--- src/rtl/yapp_pkt_tx.sv ---
// YAPP packet transmitter: buffers up to 63 payload bytes and frames header/payload/parity to the router.
// Optional YAPP_TX_PARITY_ERR_EN adds inject_perr to invert the parity byte of one packet.
module yapp_pkt_tx #(
    parameter int GAP_CYCLES = 1,
    parameter int CNT_W      = 16
) (
    input  logic             clock,
    input  logic             reset,
    input  logic             wr_en,
    input  logic [7:0]       wr_data,
    input  logic             send,
    input  logic [5:0]       send_len,
    input  logic [1:0]       send_addr,
`ifdef YAPP_TX_PARITY_ERR_EN
    input  logic             inject_perr,
`endif
    output logic             busy,
    output logic [5:0]       wr_count,
    output logic             err_len,
    output logic [7:0]       in_data,
    output logic             in_data_vld,
    input  logic             in_suspend,
    output logic [CNT_W-1:0] pkt_count
);

    localparam logic [2:0] IDLE    = 3'd0;
    localparam logic [2:0] HEADER  = 3'd1;
    localparam logic [2:0] PAYLOAD = 3'd2;
    localparam logic [2:0] PARITY  = 3'd3;
    localparam logic [2:0] GAP     = 3'd4;

    logic [2:0]       state_q, state_d;
    logic [7:0]       buf_q [0:62];
    logic [7:0]       buf_d [0:62];
    logic [5:0]       wr_count_q, wr_count_d;
    logic             busy_q, busy_d;
    logic             err_len_q, err_len_d;
    logic [7:0]       in_data_q, in_data_d;
    logic             vld_q, vld_d;
    logic [CNT_W-1:0] pkt_count_q, pkt_count_d;
    logic [5:0]       len_q, len_d;
    logic [5:0]       idx_q, idx_d;
    logic [7:0]       par_q, par_d;
    logic [3:0]       gap_q, gap_d;
    logic             perr_q, perr_d;
    logic             xfer, accept;

    always_comb begin
        xfer        = vld_q & ~in_suspend;
        accept      = (state_q == IDLE) && send && (send_len != 6'd0) && (send_len <= wr_count_q);
        state_d     = state_q;
        buf_d       = buf_q;
        wr_count_d  = wr_count_q;
        busy_d      = busy_q;
        err_len_d   = (state_q == IDLE) && send && !accept;
        in_data_d   = in_data_q;
        vld_d       = vld_q;
        pkt_count_d = pkt_count_q;
        len_d       = len_q;
        idx_d       = idx_q;
        par_d       = par_q;
        gap_d       = gap_q;
        perr_d      = perr_q;

        // Buffer only fills while idle; a write coinciding with an accepted send is dropped.
        if ((state_q == IDLE) && wr_en && !accept && (wr_count_q != 6'd63)) begin
            buf_d[wr_count_q] = wr_data;
            wr_count_d        = wr_count_q + 6'd1;
        end

        case (state_q)
            IDLE: begin
                if (accept) begin
                    state_d   = HEADER;
                    busy_d    = 1'b1;
                    vld_d     = 1'b1;
                    in_data_d = {send_len, send_addr};
                    par_d     = {send_len, send_addr};
                    len_d     = send_len;
`ifdef YAPP_TX_PARITY_ERR_EN
                    perr_d    = inject_perr;
`else
                    perr_d    = 1'b0;
`endif
                end
            end
            HEADER: begin
                if (xfer) begin
                    state_d   = PAYLOAD;
                    idx_d     = 6'd0;
                    in_data_d = buf_q[0];
                    par_d     = par_q ^ buf_q[0];
                end
            end
            PAYLOAD: begin
                if (xfer) begin
                    if (idx_q == len_q - 6'd1) begin
                        state_d   = PARITY;
                        in_data_d = perr_q ? ~par_q : par_q;
                    end else begin
                        idx_d     = idx_q + 6'd1;
                        in_data_d = buf_q[idx_q + 6'd1];
                        par_d     = par_q ^ buf_q[idx_q + 6'd1];
                    end
                end
            end
            PARITY: begin
                if (xfer) begin
                    vld_d       = 1'b0;
                    in_data_d   = 8'h00;
                    pkt_count_d = pkt_count_q + 1'b1;
                    if (GAP_CYCLES == 0) begin
                        state_d    = IDLE;
                        busy_d     = 1'b0;
                        wr_count_d = 6'd0;
                    end else begin
                        state_d = GAP;
                        gap_d   = 4'd0;
                    end
                end
            end
            GAP: begin
                if (gap_q == 4'(GAP_CYCLES - 1)) begin
                    state_d    = IDLE;
                    busy_d     = 1'b0;
                    wr_count_d = 6'd0;
                end else begin
                    gap_d = gap_q + 4'd1;
                end
            end
            default: begin
                state_d = IDLE;
                busy_d  = 1'b0;
                vld_d   = 1'b0;
            end
        endcase
    end

    always_ff @(posedge clock or negedge reset) begin
        if (!reset) begin
            state_q     <= IDLE;
            for (int i = 0; i < 63; i++) buf_q[i] <= 8'h00;
            wr_count_q  <= 6'd0;
            busy_q      <= 1'b0;
            err_len_q   <= 1'b0;
            in_data_q   <= 8'h00;
            vld_q       <= 1'b0;
            pkt_count_q <= '0;
            len_q       <= 6'd0;
            idx_q       <= 6'd0;
            par_q       <= 8'h00;
            gap_q       <= 4'd0;
            perr_q      <= 1'b0;
        end else begin
            state_q     <= state_d;
            buf_q       <= buf_d;
            wr_count_q  <= wr_count_d;
            busy_q      <= busy_d;
            err_len_q   <= err_len_d;
            in_data_q   <= in_data_d;
            vld_q       <= vld_d;
            pkt_count_q <= pkt_count_d;
            len_q       <= len_d;
            idx_q       <= idx_d;
            par_q       <= par_d;
            gap_q       <= gap_d;
            perr_q      <= perr_d;
        end
    end

    assign busy        = busy_q;
    assign wr_count    = wr_count_q;
    assign err_len     = err_len_q;
    assign in_data     = in_data_q;
    assign in_data_vld = vld_q;
    assign pkt_count   = pkt_count_q;

endmodule
--- config.mk ---
export PLATFORM = sky130hd
export DESIGN_NAME = yapp_pkt_tx
export DESIGN_NICKNAME = d
export VERILOG_FILES = /design/src/rtl/yapp_pkt_tx.sv
export SDC_FILE = /design/constraint.sdc
export NUM_CORES = 1
export LEC_CHECK = 0
export CORE_MARGIN = 2
export CORE_UTILIZATION = 55
export DETAILED_ROUTE_END_ITERATION = 16
export HOLD_SLACK_MARGIN = 0.08
export PLACE_DENSITY_LB_ADDON = 0.15
export SLEW_MARGIN = 20
export SYNTH_ARGS = -nofsm -noshare
export SYNTH_HDL_FRONTEND = slang
export SYNTH_SLANG_ARGS = --single-unit
--- constraint.sdc ---
create_clock -name clock -period 6.73 [get_ports clock]
set_clock_uncertainty 0.05 [all_clocks]
set_input_delay 1.346 -clock clock [delete_from_list [all_inputs] [get_ports clock]]
set_output_delay 1.346 -clock clock [all_outputs]
set_load 0.005 [all_outputs]
==> summary.txt, run 1 <==
STA
--------------------------------------------------------------------------------
Maximum achievable frequency                                          0.2048 GHz
RSZ-0062 raised after global routing                                       false
Final hold vios                                                                0
Transition time of the tightest slew-check pin                           1142 ps
Headroom to the max-slew limit                                            22.81%
Hold_ws                                                                 418.7 ps
Clock period minus final worst setup slack                               4884 ps
Setup-failing EPs final                                                        0
Fin. max-slew vios                                                             0
Share of the clock period used by the worst path                          72.57%
Setup Total Neg Slack                                                       0 ps

DETAILED ROUTING
--------------------------------------------------------------------------------
TritonRoute pass-1 iters                                                       5
Vias per std cell                                                          6.233
Routed WL per cell                                                      25.07 um
Detailed-route via count                                                  17,620
Antenna-violating nets left                                                    0
DRC violations left                                                            0
Final wirelength                                                        70.88 mm
Violation count after the first detailed-route iteration                   1,641

GLOBAL ROUTE
--------------------------------------------------------------------------------
Global-route wire length before repair                                  110.0 mm
GRT overflow                                                                   0
Vias in the first global route                                            18,000
Number of antenna violations at the first check in global routing              0
All-layer global routing usage                                            28.50%
Maximum number of pins on one net before global-route repair                 118

DIE
--------------------------------------------------------------------------------
Core Footprint                                                       0.04895 mm2
Die W                                                                   226.5 um
Die area                                                             0.05132 mm2
Row count                                                                     81
Die span in y                                                           226.5 um
Boundary Pins                                                                 54
Starting density of the core                                              55.64%

LOGIC SYNTHESIS
--------------------------------------------------------------------------------
Number of warning messages in the yosys log                                    0
Synth Net Count                                                            2,147
Mapped Avg Cell Area                                                   12.88 um2
Library cell with the largest summed area after synthesis           sky130_fd_sc_hd__dfrtp_1
Post-synthesis instance area                                         0.02724 mm2
Area share of the leading cell type in the synthesized netlist            51.82%
Most instantiated flip-flop cell in the synthesis netlist           sky130_fd_sc_hd__dfrtp_1
Share of synthesized area occupied by flip-flops and latches              51.82%
Synthesis-stage register bit count                                           564
Distinct cell type count of the synthesized netlist                           69
Count of flip-flops with a built-in enable after synthesis                     0
Cell types occupying the most area after synthesis                  sky130_fd_sc_hd__dfrtp_1 52%, sky130_fd_sc_hd__mux2_2 19%, sky130_fd_sc_hd__mux4_2 6.4%, sky130_fd_sc_hd__mux2i_1 3.1%, sky130_fd_sc_hd__nand2_1 2.3%
Async S/R FF share, synth                                                 100.0%
Post-synthesis instance total                                              2,114

SETUP PATH
--------------------------------------------------------------------------------
Category of the worst setup path capture point                         flip-flop
Source of the worst register-to-register timing path                 wr_count[3]
Startpoint type of the worst setup path                                input pin
Data required, critical path                                             7180 ps
Worst setup startpoint                                               send_len[3]
Top fanout value on the critical path                                          8
Number of cell instances on the worst register-to-register path                9
Critical path start-end classification                              input pin to flip-flop
Critical Path AT                                                         5330 ps
Timing endpoint of the critical path                                   buf_q[77]
Worst reg-to-reg setup slack                                             2230 ps
R2R Path End                                                           buf_q[77]

POWER AND IR DROP
--------------------------------------------------------------------------------
Clock power frac                                                           28.6%
Post-layout power                                                      12,270 uW
Pleak                                                                 0.01388 uW
Fraction of power consumed by sequential logic                             37.9%
P_int                                                                    8035 uW
Switching share of power                                                  34.52%
Switch Pwr                                                               4236 uW
Relative contribution of combinational cells to total power                33.5%
Power per cell area                                                 403.2 mW/mm2
Max rail drop VDD                                                      0.2512 mV

RUN
--------------------------------------------------------------------------------
# Max-Cap Violations                                                           0

CELLS AND AREA
--------------------------------------------------------------------------------
Final net count                                                            2,146
Area Growth Syn to Fin                                                    11.73%
Most common library cell in the layout ignoring fill and taps       sky130_fd_sc_hd__dfrtp_1
Fraction of layout cells with a size suffix above 1                       32.50%
Final instance area                                                  0.03043 mm2
Most frequent cells in the layout                                   563 x sky130_fd_sc_hd__dfrtp_1, 459 x sky130_fd_sc_hd__mux2_2, 164 x sky130_fd_sc_hd__nand2_1
Number of fillers in the final layout                                      3,832
Antenna fix cells                                                              0

RUN STATUS
--------------------------------------------------------------------------------
Status                                                              complete, no violations

PLACE
--------------------------------------------------------------------------------
Dpl cell area                                                        0.02828 mm2
Count of input and output buffers                                             53
Routability cong.                                                         0.9404
Half-perimeter wire length of the detailed placement result             44.98 mm

CTS
--------------------------------------------------------------------------------
TritonCTS clock tree                                                       built
Total setup buffers inserted after CTS                                         0
Post-CTS resize count                                                          0
CTS HTree Levels                                                               2
Root buffer cell                                                    sky130_fd_sc_hd__clkbuf_16
Buffer levels on the longest clock path                                        3
CTS sink cnt                                                                 564
Worst-path clk slew                                                        60 ps
Number of buffers added by the clock tree synthesis step                      61
Cts-stage hold buffer count                                                    0
Insertion delay to the later sink of the worst-skew pair                  640 ps

HOLD PATH
--------------------------------------------------------------------------------
Classification of the worst-slack hold path                         flip-flop to flip-flop

## power by group through the flow
| stage | clock network [uW] | logic, uW | registers, uW |
|---|---|---|---|
| after floorplan | 0 | 2940 | 4450 |
| after global placement | 0 | 4030 | 4660 |
| after detailed placement | 0 | 4090 | 4700 |
| after CTS | 3560 | 4100 | 4640 |
| after global routing | 3710 | 4410 | 4750 |
| final | 3510 | 4110 | 4650 |
## per-stage QoR
stage                     util [%]  cells  setup slack (ps)
final                        62.17   2827              1846
after CTS                    62.11   2826              1935
after floorplan                  -   2114              2839
after detailed placement     57.77   2713              1268
after global routing         62.17   2827              1709
after global placement       57.77   2713              1434
## cell usage after synthesis, drive strengths merged (16+ instances only)
library cell	count
dfrtp	564
buf	58
nand2	164
inv	20
nand3b	16
xnor2	20
a31oi	16
nor3	19
a21oi	27
nor2	112
o21ai	36
nor3b	26
mux4	78
mux2	513
clkbuf	88
nand3	61
mux2i	83
## sequential cells by signal (all words and copies together), names as in the netlist
register and count:
buf_q 504, busy 1, err_len 1, gap_q 4, idx_q 6, in_data 8
in_data_vld 1, len_q 6, par_q 8, pkt_count 16, state_q 3, wr_count 6
## worst max-delay path, stage by stage
cell                              delay (ps)
sky130_fd_sc_hd__clkdlybuf4s50_1         640
sky130_fd_sc_hd__ha_1                    300
sky130_fd_sc_hd__and4_1                  210
sky130_fd_sc_hd__nand3_1                 120
sky130_fd_sc_hd__a21boi_1                450
sky130_fd_sc_hd__o2111ai_1               320
sky130_fd_sc_hd__nand3b_1                740
sky130_fd_sc_hd__nor2_1                  790
sky130_fd_sc_hd__mux2_2                  410
## cells by family after synthesis
logic type                 share of synthesized area (%)
AOI/OAI and AO/OA                                  4.943
xor gates and xnor gates                           1.121
adders and majority gates                         0.5512
buffers and inverters                              2.471
DFF                                                51.82
muxes                                              30.71
and+or+nand+nor                                    8.388
## per-layer routing
metal | part of all wire [%] | global-route usage (%)
met5 | 0 | 0
met4 | 2.9 | 8.956
met3 | 6.8 | 6.350
met2 | 46 | 43.76
met1 | 44 | 40.60
## area by class of cell
type                            count  area [um2]  share of cell area, %
Clock buffer                       91        1841                  6.048
Tap cell                          664       830.8                  2.730
Clock inverter                     22       280.3                 0.9209
Inverter                           21       78.83                 0.2590
Multi-Input combinational cell   1383       12500                  41.07
Timing Repair Buffer               82       787.0                  2.586
Sequential cell                   564       14120                  46.39
## how the worst min path moves through the flow
stage                     to           from  cells after the start
4_1_cts        pkt_count[15]  pkt_count[15]                      1
3_5_place_dp            busy           busy                      2
6_report       pkt_count[15]  pkt_count[15]                      1
3_3_place_gp   pkt_count[15]  pkt_count[15]                      1
5_1_grt           buf_q[350]     buf_q[350]                      1
2_1_floorplan     buf_q[344]     buf_q[344]                      1
No activity file was read; power rests on OpenSTA's default activity.
==> run 2: changes to the inputs <==
==> constraint.sdc (replaced) <==
create_clock -name clock -period 4.65 [get_ports clock]
set_clock_uncertainty 0.05 [all_clocks]
set_input_delay 0.93 -clock clock [delete_from_list [all_inputs] [get_ports clock]]
set_output_delay 0.93 -clock clock [all_outputs]
set_load 0.005 [all_outputs]
==> run 2 against run 1 <==
Sequential share of layout area is 0.67 points lower. Worst hold slack worse by 82 ps. Count of clock-buffer cells in the layout is 4 lower. Critical endpoint is now par_q[3]. First-iteration DRC count is 1.8% higher. Largest cell class unchanged. Core utilization is 0.91 points higher. Critical path depth is 1 lower. Combinational power is 49% higher. Clock power is 34% higher. Highest routed layer unchanged. Via count is 1.6% higher. Global-route usage is 0.24 points lower. Largest power group unchanged.
==> summary.txt, run 2 (synthesized netlist as in run 1, its figures left out) <==
RUN STATUS
----------------------------------------------------------------------------------
Status                                                                complete, no violations

SETUP PATH
----------------------------------------------------------------------------------
Source of the worst register-to-register timing path                      idx_q[2]
Critical path start-end classification                                flip-flop to flip-flop
Category of the worst setup path capture point                           flip-flop
Standard cell with the maximum stage delay on the critical path       sky130_fd_sc_hd__xnor2_4
Worst reg-to-reg setup slack                                                610 ps   -1620 ps
Top fanout value on the critical path                                           27   +19
R2R Path End                                                              par_q[3]
Startpoint type of the worst setup path                                  flip-flop
Library cell appearing most often on the critical path                sky130_fd_sc_hd__a31oi_1
Cells traversed along the worst timing path                           xnor2_4, buf_4, mux2i_1, a41oi_1, a31oi_1, a31oi_1, or4_1, a32oi_1
Delay of the slowest cell on the worst path                                1000 ps   +210 ps
Critical Path AT                                                           4520 ps   -810 ps
Data required, critical path                                               5130 ps   -2050 ps
Number of cell instances on the worst register-to-register path                  8   -1

GLOBAL ROUTE
----------------------------------------------------------------------------------
Met1 global-route usage                                                     39.55%   -1.1 points
Maximum number of pins on one net before global-route repair                   130   +10%
Vias in the first global route                                              18,460   +2.5%
All-layer global routing usage                                              28.25%   -0.24 points
GRT overflow                                                                     0   unchanged
Met2 Resource Use GR                                                        44.30%   +0.54 points
Number of antenna violations at the first check in global routing                0   unchanged
Most Crowded Layer GR                                                         met2
Global-route wire length before repair                                    109.6 mm   -0.33%
Global-route met3 utilization                                               6.725%   +0.38 points

POWER AND IR DROP
----------------------------------------------------------------------------------
Switching share of power                                                    34.50%   about the same
Relative contribution of combinational cells to total power                  35.1%   +1.6 points
Post-layout power                                                        17,460 uW   +42%
Power per cell area                                                   565.5 mW/mm2   +40%
Fraction of power consumed by sequential logic                               38.1%   +0.2 points
Max rail drop VDD                                                        0.3690 mV   +47%
Clock power frac                                                             26.9%   -1.7 points
P_int                                                                    11,440 uW   +42%
Pleak                                                                   0.01421 uW   +2.4%
Switch Pwr                                                                 6025 uW   +42%

CTS
----------------------------------------------------------------------------------
Insertion delay to the later sink of the worst-skew pair                    620 ps   -20 ps
Number of buffers added by the clock tree synthesis step                        58   -4.9%
Buffer levels on the longest clock path                                          3   unchanged
TritonCTS clock tree                                                         built
Cts-stage hold buffer count                                                      0   unchanged
CTS HTree Levels                                                                 2   unchanged
Root buffer cell                                                      sky130_fd_sc_hd__clkbuf_16
Total setup buffers inserted after CTS                                           0   unchanged
CTS sink cnt                                                                   564   unchanged
Post-CTS resize count                                                            0   unchanged
Worst-path clk slew                                                          60 ps   about the same

DETAILED ROUTING
----------------------------------------------------------------------------------
Detailed-route via count                                                    17,910   +1.6%
Routed WL per cell                                                        24.21 um   -3.5%
Vias per std cell                                                            6.174   -0.93%
Violation count after the first detailed-route iteration                     1,671   +1.8%
Antenna-violating nets left                                                      0   unchanged
TritonRoute pass-1 iters                                                         5   unchanged
DRC violations left                                                              0   unchanged
Final wirelength                                                          70.20 mm   -0.96%

CELLS AND AREA
----------------------------------------------------------------------------------
Area Growth Syn to Fin                                                      13.37%
Flip-flop count of the largest register, all copies and words added            504   unchanged
Number of fillers in the final layout                                        3,705   -3.3%
Antenna fix cells                                                                0   unchanged
Final net count                                                              2,226   +3.7%
Largest reg by FF count                                                      buf_q
Most frequent cells in the layout                                     563 x sky130_fd_sc_hd__dfrtp_1, 459 x sky130_fd_sc_hd__mux2_2, 164 x sky130_fd_sc_hd__nand2_1
Fraction of layout cells with a size suffix above 1                         34.57%   +2.1 points
Most common library cell in the layout ignoring fill and taps         sky130_fd_sc_hd__dfrtp_1

DIE
----------------------------------------------------------------------------------
Die W                                                                     226.5 um   unchanged
Row count                                                                       81   unchanged
Core Footprint                                                         0.04895 mm2   unchanged
Die area                                                               0.05132 mm2   unchanged
Starting density of the core                                                55.64%   unchanged
Die span in y                                                             226.5 um   unchanged
Boundary Pins                                                                   54   unchanged

STA
----------------------------------------------------------------------------------
Transition time of the tightest slew-check pin                             1096 ps   -46.00 ps
Headroom to the max-slew limit                                              26.95%   +4.1 points
RSZ-0062 raised after global routing                                         false
Clock period minus final worst setup slack                                 4045 ps
Maximum achievable frequency                                            0.2472 GHz
Final hold vios                                                                  0   unchanged
Share of the clock period used by the worst path                            86.98%
Fin. max-slew vios                                                               0   unchanged
Setup-failing EPs final                                                          0   unchanged
Setup Total Neg Slack                                                         0 ps   unchanged

HOLD PATH
----------------------------------------------------------------------------------
Classification of the worst-slack hold path                           input pin to async pin

PLACE
----------------------------------------------------------------------------------
Routability cong.                                                           0.9106   -3.2%
Half-perimeter wire length of the detailed placement result               45.48 mm   +1.1%
Count of input and output buffers                                               53   unchanged

RUN
----------------------------------------------------------------------------------
# Max-Cap Violations                                                             0   unchanged

[run 2: cell count changes in the layout (fill, tap and decap cells not counted), moves of 2 or more]
cell	previous run	this run
sky130_fd_sc_hd__buf_4	23	104
sky130_fd_sc_hd__clkinvlp_4	2	4
sky130_fd_sc_hd__buf_12	4	8
sky130_fd_sc_hd__clkbuf_8	18	13
sky130_fd_sc_hd__clkbuf_1	11	13
sky130_fd_sc_hd__bufinv_16	6	3
sky130_fd_sc_hd__clkinv_2	12	9
[run 2: routing by layer]
layer  wire, um  vias up
li1           -     7893
met1      31270     9357
met2      32450      546
met3       4703      110
met4       1779        0
met5          0        -
[run 2: worst max-delay path, delay by kind of cell, from the launching register on]
kind                      cells  cell delay (ps)
and+or+nand+nor               1              430
AOI/OAI and AO/OA             4             1080
muxes                         1              220
buffers and inverters         1              450
xor gates and xnor gates      1             1000
DFF                           1              690
[run 2: worst max-delay path by stage]
stage           startpoint  cells after the start          to  slack (ps)
2_1_floorplan  send_len[5]                      9  buf_q[351]        1180
3_3_place_gp   send_len[5]                     10  buf_q[402]         410
3_5_place_dp   send_len[5]                     10  buf_q[407]         360
4_1_cts           idx_q[2]                      8    par_q[3]         700
5_1_grt           idx_q[2]                      8    par_q[3]         410
6_report          idx_q[2]                      8    par_q[3]         610
[run 2: layout make-up]
cell class              instances  area (um2)  area share, %
repair buffers                165        1436          4.652
inverters                      21       78.83         0.2553
well taps                     664       830.8          2.691
clock inverters                16       165.2         0.5349
clock buffers                  87        1754          5.681
flip-flops and latches        564       14120          45.72
multi-input cells            1383       12500          40.47
[run 2: through the flow]
stage | utilization [%] | cell area (um2) | worst slack (ps) | instances | hold WS (ps)
CTS | 63.08 | 30880 | 700.7 | 2900 | 409.0
finish | 63.08 | 30880 | 605.5 | 2900 | 336.4
detailed placement | 59.16 | 28960 | 355.9 | 2797 | 411.0
global placement | 59.16 | 28960 | 407.6 | 2797 | 410.7
global route | 63.08 | 30880 | 412.5 | 2900 | 421.0
floorplan | - | 27240 | 1175 | 2114 | 402.4
[run 2: power groups by stage]
stage / combinational (uW) / sequential (uW) / clock (uW)
detailed placement: 6070 / 6720 / 0
global placement: 5970 / 6650 / 0
CTS: 6090 / 6640 / 4780
floorplan: 4250 / 6440 / 0
finish: 6130 / 6650 / 4690
global route: 6580 / 6780 / 4990
==> run 3: changes to the inputs <==
--- a/config.mk
+++ b/config.mk
@@ -5,6 +5,7 @@
 export SDC_FILE = /design/constraint.sdc
 export NUM_CORES = 1
 export LEC_CHECK = 0
+export CORE_ASPECT_RATIO = 1.25
 export CORE_MARGIN = 2
 export CORE_UTILIZATION = 55
 export DETAILED_ROUTE_END_ITERATION = 16
==> run 3 against run 2 <==
Highest routed layer unchanged. Core utilization decreased by 0.65 points. Clock power down 1%. Routed wire length about the same.
==> summary.txt, run 3 (synthesized netlist as in run 1, its figures left out) <==
DIE
----------------------------------------------------------------------------------
Boundary Pins                                                                   54   unchanged
Die area                                                               0.05133 mm2   about the same
Die span in y                                                             252.8 um   +12%
Row count                                                                       91   +12%
Core Footprint                                                         0.04919 mm2   +0.48%
Die W                                                                     203.0 um   -10%
Starting density of the core                                                55.37%   -0.27 points

STA
----------------------------------------------------------------------------------
Fin. max-slew vios                                                               0   unchanged
Clock period minus final worst setup slack                                 4002 ps   -42.92 ps
Setup-failing EPs final                                                          0   unchanged
Share of the clock period used by the worst path                            86.06%   -0.92 points
Setup Total Neg Slack                                                         0 ps   unchanged
Maximum achievable frequency                                            0.2499 GHz   +1.1%
Headroom to the max-slew limit                                              32.21%   +5.3 points
Transition time of the tightest slew-check pin                             1017 ps   -78.98 ps
Final hold vios                                                                  0   unchanged
RSZ-0062 raised after global routing                                         false

SETUP PATH
----------------------------------------------------------------------------------
Number of cell instances on the worst register-to-register path                  9   +1
Startpoint type of the worst setup path                                  flip-flop
Timing endpoint of the critical path                                      par_q[3]
Worst setup startpoint                                                    idx_q[1]
Data required, critical path                                               5120 ps   about the same
Top fanout value on the critical path                                           55   +100%
Source of the worst register-to-register timing path                      idx_q[1]
Worst reg-to-reg setup slack                                                650 ps   +40 ps
Critical Path AT                                                           4470 ps   -50 ps
R2R Path End                                                              par_q[3]
Category of the worst setup path capture point                           flip-flop
Critical path start-end classification                                flip-flop to flip-flop

CTS
----------------------------------------------------------------------------------
Worst-path clk slew                                                          60 ps   about the same
Total setup buffers inserted after CTS                                           0   unchanged
Post-CTS resize count                                                            0   unchanged
Number of buffers added by the clock tree synthesis step                        56   -3.4%
Insertion delay to the later sink of the worst-skew pair                    600 ps   -20 ps
Buffer levels on the longest clock path                                          3   unchanged
Cts-stage hold buffer count                                                      0   unchanged
Root buffer cell                                                      sky130_fd_sc_hd__clkbuf_16
TritonCTS clock tree                                                         built
CTS HTree Levels                                                                 2   unchanged
CTS sink cnt                                                                   564   unchanged

DETAILED ROUTING
----------------------------------------------------------------------------------
Vias per std cell                                                            6.180   about the same
Final wirelength                                                          70.15 mm   about the same
Detailed-route via count                                                    17,690   -1.2%
DRC violations left                                                              0   unchanged
TritonRoute pass-1 iters                                                         5   unchanged
Routed WL per cell                                                        24.50 um   +1.2%
Antenna-violating nets left                                                      0   unchanged
Violation count after the first detailed-route iteration                     1,162   -30%

CELLS AND AREA
----------------------------------------------------------------------------------
Fraction of layout cells with a size suffix above 1                         34.13%   -0.44 points
Area Growth Syn to Fin                                                      12.75%
Flip-flop count of the largest register, all copies and words added            504   unchanged
Antenna fix cells                                                                0   unchanged
Largest reg by FF count                                                      buf_q
Final net count                                                              2,211   -0.67%
Utilization after layout                                                    62.43%   -0.65 points
Number of fillers in the final layout                                        3,830   +3.4%
Most frequent cells in the layout                                     563 x sky130_fd_sc_hd__dfrtp_1, 459 x sky130_fd_sc_hd__mux2_2, 164 x sky130_fd_sc_hd__nand2_1
Most common library cell in the layout ignoring fill and taps         sky130_fd_sc_hd__dfrtp_1

PLACE
----------------------------------------------------------------------------------
Count of input and output buffers                                               53   unchanged
Half-perimeter wire length of the detailed placement result               46.24 mm   +1.7%
Routability cong.                                                           0.9184   +0.86%

POWER AND IR DROP
----------------------------------------------------------------------------------
Pleak                                                                   0.01412 uW   -0.62%
Power per cell area                                                   564.5 mW/mm2   -0.19%
Max rail drop VDD                                                        0.4837 mV   +31%

GLOBAL ROUTE
----------------------------------------------------------------------------------
Global-route wire length before repair                                    110.2 mm   +0.55%
Number of antenna violations at the first check in global routing                0   unchanged
Vias in the first global route                                              18,640   +1.0%
All-layer global routing usage                                              28.13%   -0.12 points
Maximum number of pins on one net before global-route repair                   130   unchanged
GRT overflow                                                                     0   unchanged

RUN STATUS
----------------------------------------------------------------------------------
Status                                                                complete, no violations

HOLD PATH
----------------------------------------------------------------------------------
Classification of the worst-slack hold path                           input pin to async pin

RUN
----------------------------------------------------------------------------------
# Max-Cap Violations                                                             0   unchanged

## run 3: changes by cell type in the layout (fill, tap and decap cells not counted), sizes merged
cell / previous run / this run
buf: 121 / 108
bufinv: 3 / 7
clkbuf: 87 / 72
clkinvlp: 4 / 3
inv: 20 / 21
## run 3: final cells by class
type | count | area [um2] | area share [%]
repair buffers | 152 | 1354 | 4.408
inverters | 21 | 78.83 | 0.2567
well taps | 651 | 814.5 | 2.652
clock buffers | 72 | 1563 | 5.089
clock inverters | 20 | 286.5 | 0.9330
multi-input cells | 1383 | 12500 | 40.69
flip-flops and latches | 564 | 14120 | 45.97
## run 3: worst min-delay path by stage
stage | slack (ps) | start | endpoint | cells after the start
floorplan | 400 | buf_q[344] | buf_q[344] | 1
global placement | 410 | pkt_count[15] | pkt_count[15] | 1
detailed placement | 410 | pkt_count[15] | pkt_count[15] | 1
CTS | 370 | reset | buf_q[119] | 1
global route | 390 | reset | pkt_count[8] | 1
finish | 330 | reset | pkt_count[10] | 1
## run 3: where the power goes
group / internal (uW) / switching (uW) / total [uW]
combinational: 2730 / 3330 / 6060
sequential: 5950 / 712 / 6660
clock: 2730 / 1890 / 4620
## run 3: worst max-delay path, cell delays in order (launching register included)
cell	delay (ps)
sky130_fd_sc_hd__dfrtp_1	630
sky130_fd_sc_hd__ha_4	320
sky130_fd_sc_hd__xor2_4	780
sky130_fd_sc_hd__buf_12	380
sky130_fd_sc_hd__mux2i_1	170
sky130_fd_sc_hd__a22o_1	250
sky130_fd_sc_hd__o21ai_1	430
sky130_fd_sc_hd__a31oi_1	170
sky130_fd_sc_hd__or4_1	490
sky130_fd_sc_hd__a32oi_1	160
## run 3: routing by layer
metal / global-route usage (%) / vias to the layer above / share of wire [%]
met4: 11.78 / 0 / 4.6
met1: 37.42 / 9217 / 42
met3: 4.286 / 153 / 4.9
met2: 46.39 / 479 / 48
li1: - / 7843 / -
met5: 0 / - / 0
## run 3: metrics by stage
step,cells,instance area (um2),setup slack (ps),power (uW),hold WS (ps)
after detailed placement,2771,28860,375.0,12760,414.7
final,2863,30710,648.4,17330,334.3
after floorplan,2114,27240,1175,10690,402.4
after global placement,2771,28860,459.0,12610,411.4
after global routing,2863,30710,537.2,18220,393.3
after CTS,2863,30710,722.7,17420,367.2
==> RTL change, RTL diff (config.mk and constraints of run 1) <==
Set the parameter `GAP_CYCLES` to 0 (it was 1).
--- a/src/rtl/yapp_pkt_tx.sv
+++ b/src/rtl/yapp_pkt_tx.sv
@@ -2,5 +2,5 @@
 // Optional YAPP_TX_PARITY_ERR_EN adds inject_perr to invert the parity byte of one packet.
 module yapp_pkt_tx #(
-    parameter int GAP_CYCLES = 1,
+    parameter int GAP_CYCLES = 0,
     parameter int CNT_W      = 16
 ) (
Function: no difference found for any inputs over 4 cycles, from zero or initial values and one cycle with reset low; that may be too few to reach the edited logic, so the function may still have changed.
==> RTL change against run 1 <==
Register-to-register slack got worse by 0.24 ns; sequential cell count shrank 6; total power decreased by 11%; wire length is 8.9% lower; setup slack better by 0.090 ns; final cell count is 6.6% lower; area after synthesis is essentially flat; design area shrank 0.55%; critical path type unchanged; largest power group unchanged; highest routed layer unchanged.
==> RTL change: results (changes against run 1) <==
| Metric | Value |
|---|---|
| Status | `finished, final reports clean` |
| Worst VDD drop | `262 uV (+4.3%)` |
| Syn Area/Cell | `14.1 um^2 (+9.6%)` |
| Placed cell area | `28300 um^2 (about the same)` |
| CP peak stage delay | `0.96 ns (+0.17 ns)` |
| Synth Area in XOR/XNOR | `0.0109 (-0.000320)` |
| Clock-net power | `0.00334 W (-5%)` |
| Post-synthesis mux area share | `0.322 (+0.0148)` |
| Arr. time, crit path | `5.24 ns (-0.09 ns)` |
| FF-to-FF Start | `wr_count[5]$_DFF_PN0_` |
| P_sw | `0.00346 W (-18%)` |
| Wire per inst | `24.5 um (-2.4%)` |
| Filler Cell Count | `3711 (-3.2%)` |
| Finished Layout Cells | `2640 (-6.6%)` |
| GP Congestion | `0.893 (-5.0%)` |
| Total number of vias | `16253 (-7.8%)` |
| First-pass GRT wire length | `103000 um (-6.2%)` |
| Pint | `0.00746 W (-7.1%)` |
| GRT Overall Usage | `0.265 (-0.0198)` |
| Synth Area in Adders | `0.00735 (+0.00184)` |
| DRT iter0 DRCs | `1354 (-17%)` |
| Post-Synthesis Net Count | `1966 (-8.4%)` |
| Sequential-to-total area share from yosys stat | `0.513 (-0.00542)` |
| Crit path launch | `send_len[5]` |
| Slew @ Worst Pin | `1.20 ns (+0.0540 ns)` |
| CP Max Fanout | `9 (+1)` |
## RTL change: changes by cell type after synthesis, sizes merged, moves of 15 or more
| cell | run 1 | this run |
|---|---|---|
| mux2i | 83 | 29 |
| nand2b | 7 | 22 |
| o21ai | 36 | 61 |
| nor2b | 5 | 20 |
| mux4 | 78 | 118 |
| nor2 | 112 | 77 |
| nand2 | 164 | 128 |
| nor3b | 26 | 8 |
## RTL change: final cells by class
type / count / area share
Clock buffer: 84 / 0.0568
Clock inverter: 20 / 0.00893
Inverter: 14 / 0.00174
Multi-Input combinational cell: 1221 / 0.419
Sequential cell: 558 / 0.461
Tap cell: 664 / 0.0274
Timing Repair Buffer: 79 / 0.0245
## RTL change: metal layers
metal / wire length, um / global-route usage / vias up
met2: 30600 / 0.424 / 416
li1: - / - / 7076
met1: 28700 / 0.373 / 8658
met3: 3440 / 0.0473 / 103
met5: 0 / 0 / -
met4: 1830 / 0.0800 / 0
